**config.mk**
```make
export PLATFORM = sky130hd
export DESIGN_NAME = mclaurin_result_fifo
export DESIGN_NICKNAME = d
export VERILOG_FILES = /design/src/rtl/mclaurin_result_fifo.sv
export SDC_FILE = /design/constraint.sdc
export NUM_CORES = 1
export LEC_CHECK = 0
export CORE_ASPECT_RATIO = 2
export CORE_MARGIN = 5
export CORE_UTILIZATION = 48
export CTS_CLUSTER_DIAMETER = 100
export DETAILED_ROUTE_END_ITERATION = 8
export GPL_TIMING_DRIVEN = 1
export PLACE_DENSITY = 0.66
export SLEW_MARGIN = 20
export SYNTH_ARGS = -nofsm -noshare
export SYNTH_HDL_FRONTEND = slang
export SYNTH_SLANG_ARGS = --single-unit
```
**constraint.sdc**
```tcl
create_clock -name clk -period 6.1 [get_ports clk]
set_clock_uncertainty 0.2 [all_clocks]
set_input_delay 0.61 -clock clk [delete_from_list [all_inputs] [get_ports clk]]
set_output_delay 0.61 -clock clk [all_outputs]
set_load 0.01 [all_outputs]
```
**src/rtl/mclaurin_result_fifo.sv**
```systemverilog
// rtl/mclaurin_result_fifo.sv - FWFT result FIFO with drop/overflow statistics for the McLaurin pipeline
// Optional feature macro: MCL_RESULT_SAT_EN (store overflowed results as all-ones).
module mclaurin_result_fifo #(
  parameter int DATA_W = 32,
  parameter int DEPTH  = 8,
  parameter int CNT_W  = 16
) (
  input  logic                     clk,
  input  logic                     reset,
  input  logic                     in_valid,
  input  logic [DATA_W-1:0]        in_y,
  input  logic                     in_ovf,
  output logic                     out_valid,
  input  logic                     out_ready,
  output logic [DATA_W-1:0]        out_y,
  output logic                     out_ovf,
  output logic                     full,
  output logic                     empty,
  output logic [$clog2(DEPTH):0]   level,
  output logic [CNT_W-1:0]         drop_cnt,
  output logic [CNT_W-1:0]         ovf_cnt
);

  localparam int PTR_W = $clog2(DEPTH);
  localparam int LVL_W = PTR_W + 1;

  logic [DATA_W-1:0] mem_y   [DEPTH];
  logic              mem_ovf [DEPTH];
  logic [PTR_W-1:0]  wr_ptr;
  logic [PTR_W-1:0]  rd_ptr;
  logic [PTR_W-1:0]  rd_next;
  logic [DATA_W-1:0] wdata;
  logic              pop;
  logic              push;
  logic              drop;
  logic              head_from_input;
  logic              head_from_mem;

`ifdef MCL_RESULT_SAT_EN
  assign wdata = in_ovf ? {DATA_W{1'b1}} : in_y;
`else
  assign wdata = in_y;
`endif

  assign full      = (level == LVL_W'(DEPTH));
  assign empty     = (level == '0);
  assign out_valid = ~empty;
  assign pop       = out_valid & out_ready;
  assign push      = in_valid & (~full | pop);
  assign drop      = in_valid & full & ~pop;
  assign rd_next   = rd_ptr + PTR_W'(1);

  // The head register is refilled from the input when the FIFO is (or is about
  // to become) otherwise empty, else from the entry behind the popped head.
  assign head_from_input = push & (empty | (pop & (level == LVL_W'(1))));
  assign head_from_mem   = pop & (level > LVL_W'(1));

  always_ff @(posedge clk) begin
    if (push) begin
      mem_y[wr_ptr]   <= wdata;
      mem_ovf[wr_ptr] <= in_ovf;
    end
  end

  always_ff @(posedge clk or negedge reset) begin
    if (!reset) begin
      wr_ptr   <= '0;
      rd_ptr   <= '0;
      level    <= '0;
      out_y    <= '0;
      out_ovf  <= 1'b0;
      drop_cnt <= '0;
      ovf_cnt  <= '0;
    end else begin
      if (push) wr_ptr <= wr_ptr + PTR_W'(1);
      if (pop)  rd_ptr <= rd_next;

      case ({push, pop})
        2'b10:   level <= level + LVL_W'(1);
        2'b01:   level <= level - LVL_W'(1);
        default: level <= level;
      endcase

      if (head_from_input) begin
        out_y   <= wdata;
        out_ovf <= in_ovf;
      end else if (head_from_mem) begin
        out_y   <= mem_y[rd_next];
        out_ovf <= mem_ovf[rd_next];
      end

      // Statistics saturate rather than wrap.
      if (drop && (drop_cnt != {CNT_W{1'b1}}))
        drop_cnt <= drop_cnt + CNT_W'(1);
      if (push && in_ovf && (ovf_cnt != {CNT_W{1'b1}}))
        ovf_cnt <= ovf_cnt + CNT_W'(1);
    end
  end

endmodule

```
### Word-level counts from Yosys, hierarchy flattened

Memory sizes are Yosys's and may differ from the RTL's.
Cells that the tools add are included.

| cells by class | value |
|---|---|
| add/sub/neg operators | 6 |
| magnitude comparators | 1 |
| equality and inequality tests | 6 |
| multiplexer cells | 7 |
| bitwise logic cells | 12 |
| reductions and logical operators | 6 |

Operators by type and width:

| kind | number |
|---|---|
| $mux W32 | 2 |
| $add A16 B1 Y16 const B | 2 |
| $ne A16 B16 Y1 const B | 2 |
| $pmux W4 S2 | 1 |
| $and A1 B1 Y1 | 7 |
| $add A3 B1 Y3 const B | 2 |
| $add A4 B1 Y4 const B | 1 |
| $eq A4 B1 Y1 const B | 1 |
| $eq A4 B4 Y1 const B | 1 |
| $gt A4 B1 Y1 const B | 1 |
| $logic_not A4 Y1 | 1 |
| $mux W1 | 4 |
| $reduce_bool A2 Y1 | 2 |
| $sub A4 B1 Y4 const B | 1 |
| $logic_and A1 B1 Y1 | 3 |
| $not A1 Y1 | 3 |
| $eq A2 B1 Y1 const B | 1 |
| $eq A2 B2 Y1 const B | 1 |
| $or A1 B1 Y1 | 2 |

| word-level totals | value |
|---|---|
| register bits | 75 |
| RAM bits | 264 |
| output and inout bits | 72 |
| memories kept | 2 |

Memories:

| memory | depth | bits a word | read ports | clocked after memory_dff | wr ports | RTL line | RTL |
|---|---|---|---|---|---|---|---|
| mem_y | 8 | 32 | 1 | 0 | 1 | 27 | `logic [DATA_W-1:0] mem_y [DEPTH];` |
| mem_ovf | 8 | 1 | 1 | 0 | 1 | 28 | `logic mem_ovf [DEPTH];` |

### Depth between registers and ports, before layout

Gate-level depths: netlist of the first run.

| depth | value |
|---|---|
| word-level depth | 7 |
| mapped depth | 9 |
| mapped depth without buffers | 6 |

### Worst setup path before layout of the first run

Ideal clock, no wire load.

| timing path | value |
|---|---|
| path kind | register to register |
| start | reg level[0] |
| end | mem mem_ovf[0] (enable) |
| setup time | 0.506 ns |
| arrival | 4.289 ns |
| path slack | 1.105 ns |
| cell stages (with the launch flop) | 7 |
| period minus slack after synthesis | 4.995 ns |
| path through | dfrtp_1 inv_1 ha_1 buf_4 nand4bb_1 nand2_1 nor4_1 |

| between the ends | value |
|---|---|
| cells in the longest elaborated chain, start to end | 7 |

Ends and longest elaborated chain:

| element | RTL line | RTL |
|---|---|---|
| start, declared | 19 | `output logic [$clog2(DEPTH):0] level,` |
| start signal, assigned | 79 | `2'b10: level <= level + LVL_W'(1);` |
| start signal, assigned | 80 | `2'b01: level <= level - LVL_W'(1);` |
| start signal, assigned | 81 | `default: level <= level;` |
| $logic_not A4 Y1 | 46 | `assign empty = (level == '0);` |
| $not A1 Y1 | 47 | `assign out_valid = ~empty;` |
| $and A1 B1 Y1 | 48 | `assign pop = out_valid & out_ready;` |
| $or A1 B1 Y1 (*) | 49 | `assign push = in_valid & (~full \| pop);` |
| $and A1 B1 Y1 (*) | 49 |  |
| $mux W1 (*) | 59 | `if (push) begin` |
| $mux W1 (implied by the code) (*) | 61 | `mem_ovf[wr_ptr] <= in_ovf;` |
| end, declared | 28 |  |

Every way passes the cells marked *; elsewhere a longest branch is shown, timed or not.

### Final worst setup path of the first run

| timing path | value |
|---|---|
| start | reg level[0] |
| end | out empty |

| between the ends | value |
|---|---|
| cells in the longest elaborated chain, start to end | 1 |

Ends and longest elaborated chain:

| element | RTL line | RTL |
|---|---|---|
| $logic_not A4 Y1 | 46 |  |
| end, declared | 18 | `output logic empty,` |

Every way passes these cells.

==> metrics.txt, run 1 <==
minimum clock period=around 3400 ps; Core ar.=28800 um^2; DRT Pass-1 Iters=4; YS warnings=0; r2r endpoint=out_y[30]; RSZ-0062 raised after global routing=no; die area=approximately 33000 um^2; wirelength, routed=between 30000 and 40000 um; Vias=8359; MaxCap Viol Count=0; share of cells above drive strength 1=0.0943; clock sinks=339; Post-Syn Nets=955; Tightest Hold Check Type=primary input to asynchronous set/reset pin; initial antenna violation count=2; Setup TNS=0 ps; CP Capture Type=output pin; Max Slew Vio Count=0; Max-slew headroom=0.358; status=finished clean; Placed Cells=1333; CP Data Arrival Time=between 2000 and 3000 ps; Post-synth EDFFs=roughly 260; # port buffers=~110; PD cells=between 500 and 600 nW/um^2; crit path from=level[0]; number of global-route vias before repair=8769; syn_area_per_cell=15.4 um^2; final hold violations=0; CTS tree=done; site row count=between 80 and 90; Worst Path Max Fanout=9; leakage=between 5 and 6 nW; Reg2Reg Depth=7; Critical Path RT=between 5000 and 6000 ps; largest net degree at the start of global routing=89; Yosys cell types=54; DP HPWL=17900 um; RePlAce Congestion=between 0.8 and 0.9; dominant cells by area after synthesis=edfxtp_1, dfrtp_1, mux2i_1; initial DRC count=663; fill count=around 2300; post-synth top area share=0.564; first-pass GRT wire length=roughly 51000 um; clock-pin slew on the worst setup and hold paths=approximately 60 ps; total gr overflow=0; synth cell count leaders=edfxtp_1, dfrtp_1, mux2i_1; Yosys reg bits=approximately 340; Slew @ Worst Pin=963 ps; clock root buffer master=clkbuf_16; area grow syn2layout=17.3%; Antenna Violating Nets Remaining=0; Starting Density=0.487; overall die height=between 200 and 300 um; clk_lat worst skew=approximately 550 ps; WS Path Type=register to output pin; post-DR vias/cell=6.01; # H-tree levels=1; fin cells=1390; CP startpoint kind=register; number of CTS-inserted buffers=30; register area share after synthesis=0.697; Die W=131 um; layout net count=roughly 1100; count leader, synth=edfxtp_1; r2r startpoint=rd_ptr[0]; Synth Flop Type=edfxtp_1; IO Pins=between 100 and 150; WL/cell=23.0 um; Final setup viols=0; gr usage total=0.198; Max Buffers Root-to-Sink=3; Synth Cell Area=around 14000 um^2; Post-Synthesis Cells=between 900 and 1000; maximum vdd drop=approximately 0.35 mV; DRC violations left=0; Async S/R FF share, synth=0.221; reg-to-reg setup timing slack=roughly 3000 ps; cell taking the most area after synthesis=edfxtp_1; fin crit share=0.557; post_cts resized=0; CP Capture Point=empty; max frequency=between 0.2 and 0.3 GHz
==> metrics by stage <==
step	power, mW	cell area [um^2]	setup slack, ps	util	hold WS (ps)
after global placement	6.53	15500	2810	0.537	277
after detailed placement	6.59	15500	2790	0.537	285
after global routing	8.84	16500	2530	0.572	278
final	8.38	16500	2700	0.572	265
after CTS	8.48	16500	2660	0.572	250
after floorplan	5.45	14100	1100	-	114
==> routing by layer <==
layer / global-route usage / routed length, um / vias to the layer above
li1: - / - / 3804
met1: 0.247 / 12400 / 4290
met2: 0.348 / 17300 / 207
met3: 0.0286 / 1370 / 56
met4: 0.0674 / 928 / 2
met5: 0 / 18 / -
==> worst max-delay path: stages, from the launching register on <==
cell	delay [ps]
dfrtp_1	470
inv_1	90
ha_1	330
or3b_1	510
inv_1	100
clkdlybuf4s50_1	530
==> cell usage in the layout (no fill, tap or decap), drive strengths merged, types with 4 or more instances in the layout <==
| cell | synthesis | routed |
|---|---|---|
| nor2 | 14 | 14 |
| nor3 | 13 | 13 |
| a21oi | 36 | 36 |
| a2111oi | 66 | 66 |
| nand4 | 12 | 12 |
| buf | 36 | 19 |
| xor2 | 12 | 12 |
| a221o | 33 | 33 |
| clkdlybuf4s50 | 0 | 107 |
| clkinv | 0 | 10 |
| dfrtp | 75 | 75 |
| xnor2 | 21 | 21 |
| inv | 6 | 6 |
| and2b | 10 | 10 |
| ha | 7 | 7 |
| clkbuf | 28 | 41 |
| o21ai | 5 | 5 |
| nand2 | 21 | 21 |
| a211oi | 35 | 35 |
| and2 | 4 | 4 |
| nor2b | 56 | 56 |
| nor4 | 8 | 8 |
| mux2i | 68 | 68 |
| nand3 | 15 | 15 |
| and3 | 40 | 40 |
| mux2 | 7 | 7 |
| edfxtp | 264 | 264 |
==> sequential cells by signal, summed over array words and instances (netlist names) <==
signal	count
drop_cnt	16
ovf_cnt	16
mem_ovf	8
out_y	32
level	4
wr_ptr	3
out_ovf	1
mem_y	256
rd_ptr	3
==> final cells by class <==
class	count	area, um^2	area share
tap	360	450	0.0273
inverter	6	22.5	0.00137
clock buffer	41	833	0.0505
clock inverter	14	143	0.00865
multi-input combinational	502	3980	0.242
timing repair buffer	127	1250	0.0757
sequential	339	9810	0.595
antenna	1	2.50	0.000152
==> timing repair <==
item / CTS / global route
setup endpoints to repair: 0 / 0
hold buffers: 1 / 0
setup buffers: 0 / 0
hold endpoints to repair: 18 / 0
==> power breakdown <==
group          internal [mW]  total (mW)  switching [mW]
clock                   1.08        1.89           0.807
combinational           1.37        3.31            1.94
sequential              2.94        3.18           0.234
==> worst min path at each step <==
| stage | startpoint | to |
|---|---|---|
| after floorplan | reset | drop_cnt[0] |
| after global placement | ovf_cnt[7] | ovf_cnt[7] |
| after detailed placement | drop_cnt[15] | drop_cnt[15] |
| after CTS | reset | ovf_cnt[15] |
| after global routing | reset | ovf_cnt[12] |
| final | reset | ovf_cnt[15] |
==> logic make-up after synthesis <==
kind of cell / Yosys count / synth area share
AO/OA/AOI/OAI: 179 / 0.104
buffers and inverters: 70 / 0.0263
AND/OR/NAND/NOR: 208 / 0.0907
XOR/XNOR: 33 / 0.0216
adder cells (fa/ha/maj): 7 / 0.00623
flip-flops: 339 / 0.697
multiplexers: 75 / 0.0540
Power figures use the tool's default switching activity.
==> run 2, diff against run 1 <==
==> constraint.sdc (replaced) <==
create_clock -name clk -period 3.4 [get_ports clk]
set_clock_uncertainty 0.2 [all_clocks]
set_input_delay 0.34 -clock clk [delete_from_list [all_inputs] [get_ports clk]]
set_output_delay 0.34 -clock clk [all_outputs]
set_load 0.01 [all_outputs]
==> run 2 against run 1 <==
Effect of this change:
- final cell count grew 0.65%
- die area did not move
- count of clock-buffer cells in the layout fell by 7
- clock power is 83% higher
- utilization grew 0.76 points
- largest power group unchanged
- setup slack worse by 2400 ps
- cell area is 1.3% higher
- combinational power increased by 89%
- hold slack got worse by 36 ps
- global-route usage shrank 0.061 points
- register-to-register slack worse by 2400 ps
- routed wire length barely moved
==> metrics.txt, run 2 (synthesis gave the netlist of run 1 again) <==
status=finished clean (unchanged); initial DRC count=613 (was 663); Starting Density=0.487 (unchanged); Antenna Violating Nets Remaining=0 (unchanged); biggest regs=mem_y x256, out_y x32 (unchanged); clock sinks=339 (unchanged); Critical Path RT=2860 ps (was 5290 ps); area grow syn2layout=18.9% (was 17.3%); Die W=131 um (unchanged); number of CTS-inserted buffers=29 (was 30); CTS tree=done (unchanged); worst-path cell chain=inv_1, ha_1, or3b_1, inv_1, clkdlybuf4s50_1 (unchanged); setup bufs post-CTS=0 (unchanged); largest net degree at the start of global routing=70 (was 89); fin crit share=0.915; MaxCap Viol Count=0 (unchanged); WHS=228 ps (was 265 ps); WL/cell=22.9 um (was 23.0 um); Core ar.=28800 um^2 (unchanged); final hold violations=0 (unchanged); CP Data Arrival Time=2570 ps (was 2590 ps); number of global-route vias before repair=8970 (was 8769); minimum clock period=just over 3000 ps; CP max stage delay=530 ps (about the same); Slew @ Worst Pin=850 ps (was 963 ps); Crit path max-delay family=buffers and inverters (unchanged); WP buf/inv=3 (unchanged); DRT Pass-1 Iters=5 (was 4); Crit-path slowest cell=clkdlybuf4s50_1 (unchanged); die area=33000 um^2 (unchanged); clk_lat worst skew=550 ps (about the same); Largest register FFs=256 (unchanged); Worst Path Max Fanout=9 (unchanged); Max-slew headroom=0.429 (was 0.358); commonest non-fill, non-tap cell in the layout=edfxtp_1 (unchanged); pre-CTS setup slack=431 ps (was 2790 ps); Final setup viols=0 (unchanged); DRC violations left=0 (unchanged); # H-tree levels=1 (unchanged); RSZ-0062 raised after global routing=no (unchanged); post-DR vias/cell=5.98 (was 6.01); total gr overflow=0 (unchanged); site row count=88 (unchanged); Max Slew Vio Count=0 (unchanged); # port buffers=108 (unchanged); CP Capture Type=output pin (unchanged); max frequency=0.321 GHz; Max Buffers Root-to-Sink=3 (unchanged); share of cells above drive strength 1=0.107 (was 0.0943); Vias=8372 (was 8359); Setup TNS=0 ps (unchanged); cell repeated most along the worst path=inv_1 (unchanged); clock root buffer master=clkbuf_16 (unchanged); layout net count=1059 (was 1050); WS Path Type=register to output pin (unchanged); CP startpoint kind=register (unchanged); clock-pin slew on the worst setup and hold paths=70 ps (was 60 ps); gr usage total=0.198 (about the same); DP HPWL=18700 um (was 17900 um); commonest non-fill, non-tap cells in the layout=edfxtp_1, clkdlybuf4s50_1, dfrtp_1, mux2i_1, nor2b_1 (unchanged); wirelength, routed=32000 um (about the same); maximum vdd drop=0.626 mV (was 0.347 mV); leakage=5.88 nW (was 5.80 nW); Final Core Density=0.579 (was 0.572); RePlAce Congestion=0.783 (was 0.804); overall die height=252 um (unchanged); PD cells=922 nW/um^2 (was 508 nW/um^2); IO Pins=109 (unchanged); fin cells=1399 (was 1390); Biggest register=mem_y (unchanged); Placed Cells=1343 (was 1333); setup ws final=289 ps (was 2700 ps); Tightest Hold Check Type=primary input to asynchronous set/reset pin (unchanged); initial antenna violation count=1 (was 2); first-pass GRT wire length=50800 um (was 50500 um)
-- run 2: cell count changes in the layout (fill, tap and decap cells not counted), moves of 2 or more --
| cell | delta |
|---|---|
| clkbuf_1 | -4 |
| inv_6 | +2 |
| clkbuf_16 | -2 |
| buf_12 | +8 |
| buf_4 | +2 |
| clkinvlp_4 | +3 |
| bufinv_16 | +2 |
-- run 2: what timing repair did --
action / CTS / global route
hold endpoints to repair: 53 / 0
hold buffers: 1 / 0
resized for setup: 0 / 0
-- run 2: final cells by class --
class / instances / area, um^2
Timing Repair Buffer: 137 / 1420
Sequential cell: 339 / 9810
Clock buffer: 34 / 754
Inverter: 6 / 22.5
Antenna cell: 1 / 2.50
Fill cell: 2304 / 12100
Multi-Input combinational cell: 502 / 4010
Tap cell: 360 / 450
Clock inverter: 20 / 239
-- run 2: metrics by stage --
step	power [mW]	instance area, um^2
final	15.4	16700
after global routing	16.2	16700
after CTS	15.6	16700
after detailed placement	12.1	15700
after global placement	12.0	15700
after floorplan	9.78	14100
-- run 2: per-layer routing --
metal	share of wire	global-route usage
met1	0.38	0.235
met4	0.021	0.0568
met3	0.045	0.0309
met5	0	0
met2	0.56	0.362
-- run 2: power breakdown --
| part | internal, mW | total (mW) | switching (mW) | leakage (nW) |
|---|---|---|---|---|
| clock | 1.98 | 3.46 | 1.48 | 0.474 |
| combinational | 2.68 | 6.24 | 3.55 | 2.07 |
| sequential | 5.28 | 5.72 | 0.439 | 3.33 |
| total | 9.94 | 15.4 | 5.47 | 5.88 |
-- run 2: worst paths after layout --
| kind | from | to | slack [ps] | depth (start not counted) |
|---|---|---|---|---|
| setup / recovery | level[0] | empty | 290 | 5 |
| hold / removal | reset | ovf_cnt[10] | 230 | 2 |
| setup reg to reg | rd_ptr[0] | out_y[16] | 620 | 6 |
| hold reg to reg | ovf_cnt[7] | ovf_cnt[7] | 290 | 1 |
| max in group asynchronous | reset | out_y[16] | 2050 | 3 |
| min in group clk | ovf_cnt[7] | ovf_cnt[7] | 290 | 1 |
==> run 3, diff against run 2 <==
--- a/config.mk
+++ b/config.mk
@@ -5,13 +5,15 @@
 export SDC_FILE = /design/constraint.sdc
 export NUM_CORES = 1
 export LEC_CHECK = 0
+export CELL_PAD_IN_SITES_DETAIL_PLACEMENT = 0
+export CELL_PAD_IN_SITES_GLOBAL_PLACEMENT = 2
 export CORE_ASPECT_RATIO = 2
 export CORE_MARGIN = 5
-export CORE_UTILIZATION = 48
+export CORE_UTILIZATION = 43
 export CTS_CLUSTER_DIAMETER = 100
 export DETAILED_ROUTE_END_ITERATION = 8
 export GPL_TIMING_DRIVEN = 1
-export PLACE_DENSITY = 0.66
+export PLACE_DENSITY = 0.78
 export SLEW_MARGIN = 20
 export SYNTH_ARGS = -nofsm -noshare
 export SYNTH_HDL_FRONTEND = slang
==> run 3 against run 2 <==
Effect of this change:
- die area grew 11%
- routed wire length grew 3.5%
- global-route usage shrank 1.2 points
- first-iteration DRC count shrank 12%
- final cell count grew 5.1%
- critical path type unchanged
- largest cell class unchanged
- largest power group unchanged
- highest routed layer unchanged
==> metrics.txt, run 3 (synthesis gave the netlist of run 1 again) <==
Final Core Density=0.522 (was 0.579); CTS Hold Buffers Added=1 (unchanged); # H-tree levels=1 (unchanged); Setup TNS=0 ps (unchanged); initial DRC count=542 (was 613); leakage=5.92 nW (was 5.88 nW); number of CTS-inserted buffers=30 (was 29); gr usage total=0.185 (was 0.198); Core ar.=32200 um^2 (was 28800 um^2); clock sinks=339 (unchanged); area grow syn2layout=19.7% (was 18.9%); Max Buffers Root-to-Sink=3 (unchanged); CP startpoint kind=register (unchanged); # port buffers=108 (unchanged); MaxCap Viol Count=0 (unchanged); post-DR vias/cell=5.73 (was 5.98); WL/cell=22.5 um (was 22.9 um); site row count=93 (was 88); Max-slew headroom=0.414 (was 0.429); post_cts resized=0 (unchanged); CP Data Arrival Time=2610 ps (was 2570 ps); number of global-route vias before repair=8962 (was 8970); Slew @ Worst Pin=879 ps (was 850 ps); Die W=138 um (was 131 um); fin cells=1470 (was 1399); PD cells=918 nW/um^2 (was 922 nW/um^2); Biggest register=mem_y (unchanged); RePlAce Congestion=0.737 (was 0.783); WHS=184 ps (was 228 ps); first-pass GRT wire length=52400 um (was 50800 um); fin crit share=0.928 (was 0.915); layout net count=1062 (was 1059); Placed Cells=1412 (was 1343); clock-pin slew on the worst setup and hold paths=70 ps (about the same); RSZ-0062 raised after global routing=no (unchanged); status=finished clean (unchanged); commonest non-fill, non-tap cell in the layout=edfxtp_1 (unchanged); CP Capture Type=output pin (unchanged); overall die height=266 um (was 252 um); WS Path Type=register to output pin (unchanged); largest net degree at the start of global routing=70 (unchanged); wirelength, routed=33100 um (was 32000 um); CTS tree=done (unchanged); share of cells above drive strength 1=0.107 (about the same); setup bufs post-CTS=0 (unchanged); Final setup viols=0 (unchanged); Tightest Hold Check Type=primary input to asynchronous set/reset pin (unchanged); max frequency=0.317 GHz (was 0.321 GHz); Starting Density=0.436 (was 0.487); clock root buffer master=clkbuf_16 (unchanged); minimum clock period=3150 ps (was 3110 ps); DRC violations left=0 (unchanged); maximum vdd drop=0.628 mV (was 0.626 mV); DRT Pass-1 Iters=5 (unchanged); Largest register FFs=256 (unchanged); die area=36600 um^2 (was 33000 um^2); Antenna Violating Nets Remaining=0 (unchanged); Vias=8419 (was 8372); total gr overflow=0 (unchanged); clk_lat worst skew=560 ps (was 550 ps); commonest non-fill, non-tap cells in the layout=edfxtp_1, clkdlybuf4s50_1, dfrtp_1, mux2i_1, nor2b_1 (unchanged); DP HPWL=19200 um (was 18700 um); Worst Path Max Fanout=9 (unchanged); final hold violations=0 (unchanged); Max Slew Vio Count=0 (unchanged); IO Pins=109 (unchanged); Final Power=15.4 mW (about the same); biggest regs=mem_y x256, out_y x32 (unchanged); initial antenna violation count=0 (was 1); Critical Path RT=2860 ps (about the same)
-- run 3: changes by cell type in the layout (fill, tap and decap cells not counted), moves of 2 or more --
cell,before,now
clkbuf_16,29,31
clkinvlp_4,4,0
clkinv_1,3,0
inv_6,2,0
buf_12,10,13
bufinv_16,5,3
clkinv_2,5,10
clkbuf_1,4,10
-- run 3: through the flow --
stage	instance area [um^2]	setup slack, ps
finish	16800	246
global route	16800	112
CTS	16800	210
detailed placement	15800	460
global placement	15800	519
floorplan	14100	-737
-- run 3: path summary, 6_finish.rpt --
check / startpoint / endpoint / slack (ps) / depth (start not counted)
hold reg to reg: ovf_cnt[7] / ovf_cnt[7] / 300 / 1
setup / recovery: level[1] / empty / 250 / 5
min in group clk: ovf_cnt[7] / ovf_cnt[7] / 300 / 1
max in group asynchronous: reset / out_y[20] / 2040 / 3
hold / removal: reset / ovf_cnt[1] / 180 / 2
setup reg to reg: rd_ptr[0] / out_y[17] / 670 / 5
-- run 3: layout make-up --
type / count / area, um^2
Antenna cell: 1 / 2.50
Fill cell: 2771 / 15400
Timing Repair Buffer: 139 / 1480
Clock inverter: 13 / 140
Tap cell: 427 / 534
Multi-Input combinational cell: 502 / 4000
Sequential cell: 339 / 9810
Inverter: 6 / 22.5
Clock buffer: 43 / 841
-- run 3: power by group --
part / leakage [nW] / internal, mW / switching (mW)
clock network: 0.490 / 1.95 / 1.48
logic: 2.09 / 2.72 / 3.58
registers: 3.33 / 5.28 / 0.437
total: 5.92 / 9.95 / 5.49
-- run 3: critical path, cell delays in order, from the launching register on --
cell	delay, ps
dfrtp_1	440
inv_1	120
ha_1	350
or3b_1	520
inv_1	90
clkdlybuf4s50_1	530
-- run 3: metal layers --
| metal | track usage | part of all wire | vias up |
|---|---|---|---|
| li1 | - | - | 3839 |
| met1 | 0.226 | 0.39 | 4345 |
| met2 | 0.336 | 0.54 | 190 |
| met3 | 0.0283 | 0.042 | 45 |
| met4 | 0.0527 | 0.021 | 0 |
| met5 | 0 | 0 | - |
